$ cat src/rtl/proc_control_if.sv
// rtl/proc_control_if.sv - instruction/bus-control signal bundle for proc_control
interface proc_control_if;
  // Instruction source side
  logic        Run;
  logic [15:0] DIN;

  // Bus mux select and sink load enables
  logic [9:0]  Control;
  logic [7:0]  Rin;
  logic        Ain;
  logic        Gin;
  logic        AddSub;
  logic        Done;

  // Instruction source / datapath side
  modport master (
    output Run,
    output DIN,
    input  Control,
    input  Rin,
    input  Ain,
    input  Gin,
    input  AddSub,
    input  Done
  );

  // Control unit side
  modport slave (
    input  Run,
    input  DIN,
    output Control,
    output Rin,
    output Ain,
    output Gin,
    output AddSub,
    output Done
  );
endinterface

$ cat src/rtl/proc_control.sv
// rtl/proc_control.sv - T0..T3 sequencer driving bus-source select and sink load enables
module proc_control (
  input  logic          Clock,
  input  logic          Resetn,
  proc_control_if.slave bus
);

  typedef enum logic [1:0] {
    T0 = 2'd0,
    T1 = 2'd1,
    T2 = 2'd2,
    T3 = 2'd3
  } state_t;

  localparam logic [2:0] OP_MV  = 3'b000;
  localparam logic [2:0] OP_MVI = 3'b001;
  localparam logic [2:0] OP_ADD = 3'b010;
  localparam logic [2:0] OP_SUB = 3'b011;

  localparam logic [9:0] SEL_NONE = 10'b00_0000_0000;
  localparam logic [9:0] SEL_DIN  = 10'b00_0000_0001;
  localparam logic [9:0] SEL_G    = 10'b00_0000_0010;

  state_t     r_state;
  state_t     w_next;
  logic [8:0] r_ir;

  logic [2:0] w_op;
  logic [2:0] w_x;
  logic [2:0] w_y;
  logic [7:0] w_x_load;
  logic [9:0] w_x_sel;
  logic [9:0] w_y_sel;

  logic [9:0] w_control;
  logic [7:0] w_rin;
  logic       w_ain;
  logic       w_gin;
  logic       w_addsub;
  logic       w_done;

  // Only DIN[8:0] forms the instruction; the upper bits are the immediate's domain.
  logic       w_unused_din;
  assign w_unused_din = ^bus.DIN[15:9];

  // Register n sits on bus-select bit 9-n (R0 at bit 9, R7 at bit 2).
  function automatic logic [9:0] reg_sel(input logic [2:0] r);
    logic [3:0] w_pos;
    w_pos   = 4'd9 - {1'b0, r};
    reg_sel = 10'd1 << w_pos;
  endfunction

  assign w_op     = r_ir[8:6];
  assign w_x      = r_ir[5:3];
  assign w_y      = r_ir[2:0];
  assign w_x_load = 8'd1 << w_x;
  assign w_x_sel  = reg_sel(w_x);
  assign w_y_sel  = reg_sel(w_y);

  // State register and instruction capture; reset aborts any instruction in flight.
  always_ff @(posedge Clock or negedge Resetn) begin
    if (!Resetn) begin
      r_state <= T0;
      r_ir    <= 9'd0;
    end else begin
      r_state <= w_next;
      if (r_state == T0 && bus.Run) begin
        r_ir <= bus.DIN[8:0];
      end
    end
  end

  // Next-state and output decode from state and IR; T0 never drives a source or sink.
  always_comb begin
    w_next    = r_state;
    w_control = SEL_NONE;
    w_rin     = 8'd0;
    w_ain     = 1'b0;
    w_gin     = 1'b0;
    w_addsub  = 1'b0;
    w_done    = 1'b0;

    case (r_state)
      T0: begin
        if (bus.Run) begin
          w_next = T1;
        end
      end

      T1: begin
        case (w_op)
          OP_MV: begin
            w_control = w_y_sel;
            w_rin     = w_x_load;
            w_done    = 1'b1;
            w_next    = T0;
          end
          OP_MVI: begin
            w_control = SEL_DIN;
            w_rin     = w_x_load;
            w_done    = 1'b1;
            w_next    = T0;
          end
          OP_ADD, OP_SUB: begin
            w_control = w_x_sel;
            w_ain     = 1'b1;
            w_next    = T2;
          end
          default: begin
            // Reserved opcodes complete as a one-cycle nop.
            w_done = 1'b1;
            w_next = T0;
          end
        endcase
      end

      T2: begin
        // Only add/sub reach T2: second operand goes through the ALU into G.
        w_control = w_y_sel;
        w_gin     = 1'b1;
        w_addsub  = (w_op == OP_SUB);
        w_next    = T3;
      end

      T3: begin
        w_control = SEL_G;
        w_rin     = w_x_load;
        w_done    = 1'b1;
        w_next    = T0;
      end

      default: begin
        w_next = T0;
      end
    endcase
  end

  assign bus.Control = w_control;
  assign bus.Rin     = w_rin;
  assign bus.Ain     = w_ain;
  assign bus.Gin     = w_gin;
  assign bus.AddSub  = w_addsub;
  assign bus.Done    = w_done;

endmodule

$ cat src/flat_wrapper.sv
// flat-port wrapper written by rule: the top's interface ports become plain ports
module proc_control_flat 
  (Clock, Resetn, bus_Run, bus_DIN, bus_Control, bus_Rin, bus_Ain, bus_Gin, bus_AddSub, bus_Done);
  proc_control_if bus_i ();
  input  logic Clock;
  input  logic Resetn;
  input wire logic [$bits(bus_i.Run)-1:0] bus_Run;
  input wire logic [$bits(bus_i.DIN)-1:0] bus_DIN;
  output wire logic [$bits(bus_i.Control)-1:0] bus_Control;
  output wire logic [$bits(bus_i.Rin)-1:0] bus_Rin;
  output wire logic [$bits(bus_i.Ain)-1:0] bus_Ain;
  output wire logic [$bits(bus_i.Gin)-1:0] bus_Gin;
  output wire logic [$bits(bus_i.AddSub)-1:0] bus_AddSub;
  output wire logic [$bits(bus_i.Done)-1:0] bus_Done;
  assign bus_i.Run = bus_Run;
  assign bus_i.DIN = bus_DIN;
  assign bus_Control = bus_i.Control;
  assign bus_Rin = bus_i.Rin;
  assign bus_Ain = bus_i.Ain;
  assign bus_Gin = bus_i.Gin;
  assign bus_AddSub = bus_i.AddSub;
  assign bus_Done = bus_i.Done;
  proc_control u_core (.Clock(Clock), .Resetn(Resetn), .bus(bus_i));
endmodule
$ cat config.mk
export PLATFORM = sky130hd
export DESIGN_NAME = proc_control_flat
export DESIGN_NICKNAME = d
export VERILOG_FILES = /design/src/rtl/proc_control_if.sv /design/src/rtl/proc_control.sv /design/src/flat_wrapper.sv
export SDC_FILE = /design/constraint.sdc
export NUM_CORES = 1
export LEC_CHECK = 0
export ABC_AREA = 1
export CAP_MARGIN = 20
export CELL_PAD_IN_SITES_DETAIL_PLACEMENT = 0
export CELL_PAD_IN_SITES_GLOBAL_PLACEMENT = 1
export CORE_MARGIN = 10
export CORE_UTILIZATION = 24
export DETAILED_ROUTE_END_ITERATION = 16
export GPL_ROUTABILITY_DRIVEN = 1
export HOLD_SLACK_MARGIN = 0.1
export PLACE_DENSITY = 0.86
export RECOVER_POWER = 50
export SYNTH_ARGS = -nofsm -noshare
export SYNTH_HDL_FRONTEND = slang
export SYNTH_SLANG_ARGS = --single-unit
$ cat constraint.sdc
create_clock -name Clock -period 1.5 [get_ports Clock]
set_input_delay 0.15 -clock Clock [delete_from_list [all_inputs] [get_ports Clock]]
set_output_delay 0.15 -clock Clock [all_outputs]
set_load 0.01 [all_outputs]
==> results.py <==
metrics = {
    "routing": {
        "wl_met2_mm": 1.389,
        "topRoutingLayerUsed": "met4",
        "wl_met1_mm": 1.352,
        "drt_iter0_drc": 42,
        "drc": 0,
        "wire_per_inst_um": 11.86,
        "drtPass1Iterations": 4,
        "met3_length_um": 286,
        "antenna_left": 0,
        "totalWireLength_mm": 3.049,
        "vias": 1090,
        "vias_per_cell": 4.241,
    },
    "floorplan": {
        "io_pins": 41,
        "start_util": 0.2448,
        "std_cell_rows": 22,
        "core_area_um2": 3633,
        "die-area_um2": 6542,
        "die_h_um": 80.88,
        "die_x_um": 80.88,
    },
    "synthesis": {
        "ys_seq_area_frac": 0.3094,
        "yosysTopAreaCellShare": 0.3094,
        "syn_nets": 158,
        "syn_avg_cell_area_um2": 6.493,
        "synth_area_leaders": "dfrtp_1, nand2_1, nor2_1",
        "yosysTopAreaCell": "dfrtp_1",
        "yosysUniqueCellTypes": 22,
        "ys_seq_elements": 11,
        "syn_inst": 137,
        "yosysWarnings": 0,
        "syn_area_um2": 889.6,
    },
    "placed_design": {
        "portBuffers": 33,
        "preCtsSetupSlack_ns": -0.4868,
        "place_area_um2": 1481,
        "post-dp-hpwl_mm": 2.323,
        "place_congestion": 0.7900,
    },
    "setup_path": {
        "rr_endpoint": "u_core.r_ir[4]$_DFFE_PN0P_",
        "reg2reg_setup_slack_ns": 0.13,
        "reg2reg_depth": 6,
        "cp_max_fo": 3,
        "worst_path_max_delay_cell": "dfrtp_1",
        "cp_cell_sequence": "inv_2 -> ha_4 -> or2_2 -> inv_2 -> nand3_1 -> nand2_2 -> buf_6",
        "path_common_cell": "inv_2",
        "slowest_delay_ns": 0.39,
        "critical_path_class": "reg -> out",
        "worstPathRequired_ns": 1.35,
        "cp.arrival_ns": 1.54,
        "r2r-start": "u_core.r_state[0]$_DFFE_PN0P_",
        "start_kind": "flop",
        "cp-end-kind": "primary output",
    },
    "cts": {
        "cts_made_buffers": 3,
        "tritoncts": "built",
        "clk_latency_ns": 0.24,
        "clk_pin_slew_ns": 0.05,
        "clock-root-buffer": "clkbuf_8",
        "holdBufCountCts": 0,
        "htreeDepth": 1,
        "ctsLongestPathBuffers": 2,
        "clock_sinks": 11,
    },
    "cells_and_area": {
        "syn2layout_area_growth_pct": 90.58,
        "nets": 231,
        "num-fill-cells": 377,
        "final_common_cell": "buf_4",
        "drive_above_1_share": 0.5263,
        "n_antenna_cell": 0,
        "layout_common_cells": "buf_4, nand2_1, buf_2",
        "postLayoutCellArea_um2": 1695,
    },
    "flow_run": {
        "maxCapViolations": 0,
    },
    "timing": {
        "skew_ns": 0.0008067,
        "setup_viol": 10,
        "slew_viol_final": 0,
        "tns_ns": -1.636,
        "fin_ws_ns": -0.1853,
        "fmax_mhz": 593.4,
        "worst_slew_pin_slew_ns": 0.5593,
        "grt_setup_unrepaired": "yes",
        "slew_headroom": 0.6259,
        "hold_ws_ns": 0.3385,
        "fin_crit_sh": 1.124,
        "report.final.hold_viol_count": 0,
        "min_period_ns": 1.685,
    },
    "global_route": {
        "grt_pass1_vias": 1125,
        "grt_max_degree": 19,
        "grt_usage": 0.09083,
        "grt_pass1_wl_mm": 4.857,
        "gr-total-overflow": 0,
        "antenna_found_initial": 0,
    },
    "status": {
        "violations": "setup timing",
        "status": "complete, but fails checks",
    },
    "power": {
        "p_per_area_nw_per_um2": 1994,
        "leakage_uw": 0.0008826,
        "vdd_drop_max_uv": 720.0,
    },
    "min_path": {
        "hold_path.class": "in -> async",
    },
}
-- logic make-up after synthesis --
| family | after synthesis | share of synthesized area |
|---|---|---|
| adders and majority gates | 2 | 0.02812 |
| AOI/OAI and AO/OA | 16 | 0.09423 |
| and+or+nand+nor | 83 | 0.4543 |
| DFF | 11 | 0.3094 |
| buffers and inverters | 25 | 0.1139 |
-- cell type report --
| cell class | instances | area [µm²] | area share |
|---|---|---|---|
| Clock buffer | 4 | 45.04 | 0.02657 |
| Inverter | 24 | 90.09 | 0.05314 |
| Multi-Input combinational cell | 101 | 698.2 | 0.4118 |
| Sequential cell | 11 | 275.3 | 0.1624 |
| Tap cell | 48 | 60.06 | 0.03542 |
| Timing Repair Buffer | 69 | 526.8 | 0.3107 |
-- critical path: cells and delay by family, from the launching register on --
| kind | cells | cell delay (ns) |
|---|---|---|
| adder cells (fa/ha/maj) | 1 | 0.21 |
| buffers and inverters | 3 | 0.24 |
| flip-flops | 1 | 0.39 |
| AND/OR/NAND/NOR | 3 | 0.46 |
-- power by group --
part	switching, µW	internal (µW)	leakage (µW)
logic	1310	1200	0.000735
registers	127	435	0.000125
clock network	120	187	0.0000228
total	1560	1820	0.000883
-- timing repair --
item | in CTS | in global routing
setup endpoints to repair | 22 | 22
pin swaps | 6 | 8
buffers inserted | 4 | 4
resized for setup | 109 | 32
hold endpoints to repair | 0 | 0
-- Yosys cell counts --
| cell type | instances |
|---|---|
| buf_6 | 1 |
| nor2_8 | 1 |
| o21ai_1 | 4 |
| o21ai_0 | 2 |
| nand3_1 | 10 |
| a21oi_1 | 9 |
| nand3_4 | 1 |
| dfrtp_1 | 11 |
| nor2_2 | 2 |
| nor2_1 | 26 |
| nand2_1 | 29 |
| inv_2 | 2 |
| inv_1 | 22 |
| nand2_4 | 2 |
| nand4_1 | 2 |
| nor3_1 | 4 |
| nand3_2 | 1 |
| nand3b_1 | 1 |
| nand2_2 | 3 |
| ha_1 | 2 |
| o21ai_2 | 1 |
| or2_2 | 1 |
-- registers in the layout, indices dropped and copies added, names as in the netlist, named ones only --
register and flops:
u_core.r_ir 9, u_core.r_state 1
-- per-layer routing --
layer / up-vias / GRT usage
li1: 574 / -
met1: 483 / 0.1033
met2: 31 / 0.1537
met3: 2 / 0.03642
met4: 0 / 0.02595
met5: - / 0
-- worst max path at each step --
stage	start	endpoint	cells after the start
3_3_place_gp	u_core.r_ir[1]$_DFFE_PN0P_	bus_Control[1]	10
5_1_grt	u_core.r_ir[1]$_DFFE_PN0P_	bus_Control[1]	10
3_5_place_dp	u_core.r_ir[1]$_DFFE_PN0P_	bus_Control[1]	10
4_1_cts	u_core.r_ir[1]$_DFFE_PN0P_	bus_Control[1]	10
2_1_floorplan	u_core.r_ir[1]$_DFFE_PN0P_	bus_Control[1]	9
6_report	u_core.r_ir[1]$_DFFE_PN0P_	bus_Control[9]	7
-- stage by stage --
stage | utilization | cells | total power, µW
2_1_floorplan | - | 137 | 1469
3_3_place_gp | 0.4077 | 245 | 2369
3_5_place_dp | 0.4077 | 245 | 2405
4_1_cts | 0.4335 | 253 | 3088
5_1_grt | 0.4666 | 257 | 3652
6_report | 0.4666 | 257 | 3380
No activity file was read; power rests on OpenSTA's default activity.
==> RTL change (same flow settings) <==
Make the reset (`Resetn`) synchronous in one clocked block.
--- a/src/rtl/proc_control.sv
+++ b/src/rtl/proc_control.sv
@@ -58,7 +58,7 @@
   assign w_y_sel  = reg_sel(w_y);
 
   // State register and instruction capture; reset aborts any instruction in flight.
-  always_ff @(posedge Clock or negedge Resetn) begin
+  always_ff @(posedge Clock) begin
     if (!Resetn) begin
       r_state <= T0;
       r_ir    <= 9'd0;
Formal check against the unedited RTL: differs if Resetn is asserted again (counterexample within 4 cycles, from zero or initial values and one cycle with Resetn low); with Resetn held inactive, the same outputs for 10 cycles.
==> RTL change against the unedited design <==
- worst setup slack got worse by 0.060 ns
- area after synthesis fell by 7.7%
- design area fell by 5.2%
- the flow still finishes with violations (setup timing)
- via count rose by 2.8%
- maximum frequency fell by 3.4%
- utilization rose by 1.9 points
- sequential cell count did not move
- critical path type unchanged
- largest cell class unchanged
- sequential share of layout area fell by 1.8 points
- routed wire length fell by 1.0%
Power is not compared: it rests on default switching activity, and its combinational part moved more than twofold at a synthesized area within 25%.
==> RTL change: results (changes against the unedited design) <==
Clock Latency Late Sink = 0.28 ns (was 0.24 ns)
# setup viols final = 10 (unchanged)
Post-synth top cells = 30 x nand2_1, 25 x inv_1, 21 x nor2_1 (was 29 x nand2_1, 26 x nor2_1, 22 x inv_1)
skew final = 0.00707 ns (was 0.000807 ns)
Signal buf overhead = 32.9% (was 31.1%)
Via Count = 1120 (was 1090)
DP Worst Slack = -0.578 ns (was -0.487 ns)
CP max FO = 2 (was 3)
Setup Total Neg Slack = -1.68 ns (was -1.64 ns)
Hold Crit Class = in -> reg (was in -> async)
Syn Nets = 161 (was 158)
asr flop ratio synth = 0% (was 100%)
setup ws final = -0.246 ns (was -0.185 ns)
Avg Inst Size Synth = 5.86 um^2 (was 6.49 um^2)
total global-route track usage = 9.67% (was 9.08%)
register clock-pin slew on the reported worst setup and hold paths = 0.08 ns (was 0.05 ns)
count of non-CTS buffers in the layout = 70 (was 69)
Non-Filler Instances = 259 (was 257)
met3 WL = 147 um (was 286 um)
Critical-path top delay cell = dfxtp_2 (was dfrtp_1)
ratio of cells with drive above 1 in the final layout = 52.6% (about the same)
outcome = finished, violations left (unchanged)
routed len/inst = 11.7 um (was 11.9 um)
failing checks = setup timing (unchanged)
clock-cell share of area = 1.64% (was 2.66%)
==> RTL change: changes by cell type in the layout (fill, tap and decap cells not counted), sizes merged, moves of 6 or more <==
cell / unedited run / this run
o21ai: 7 / 13
dfxtp: 0 / 11
nor2: 29 / 21
dfrtp: 11 / 0
==> RTL change: worst paths after layout <==
kind	to	startpoint
setup / recovery	bus_Control[9]	u_core.r_ir[1]
hold / removal	u_core.r_state[0]	bus_Run
setup reg to reg	u_core.r_ir[7]	flop
hold reg to reg	u_core.r_ir[6]	u_core.r_ir[6]
==> RTL change: power breakdown <==
| part | total, mW | switching [mW] | internal, mW |
|---|---|---|---|
| registers | 0.343 | 0.0236 | 0.319 |
| clock network | 0.214 | 0.111 | 0.103 |
| logic | 0.514 | 0.255 | 0.259 |
==> RTL change: cells by family after synthesis <==
| group | after synthesis | synth area share (%) |
|---|---|---|
| simple gates | 76 | 42.2 |
| buf+inv | 27 | 13.3 |
| compound gates | 24 | 14.6 |
| flops | 11 | 26.8 |
| fa+ha+maj | 2 | 3.05 |
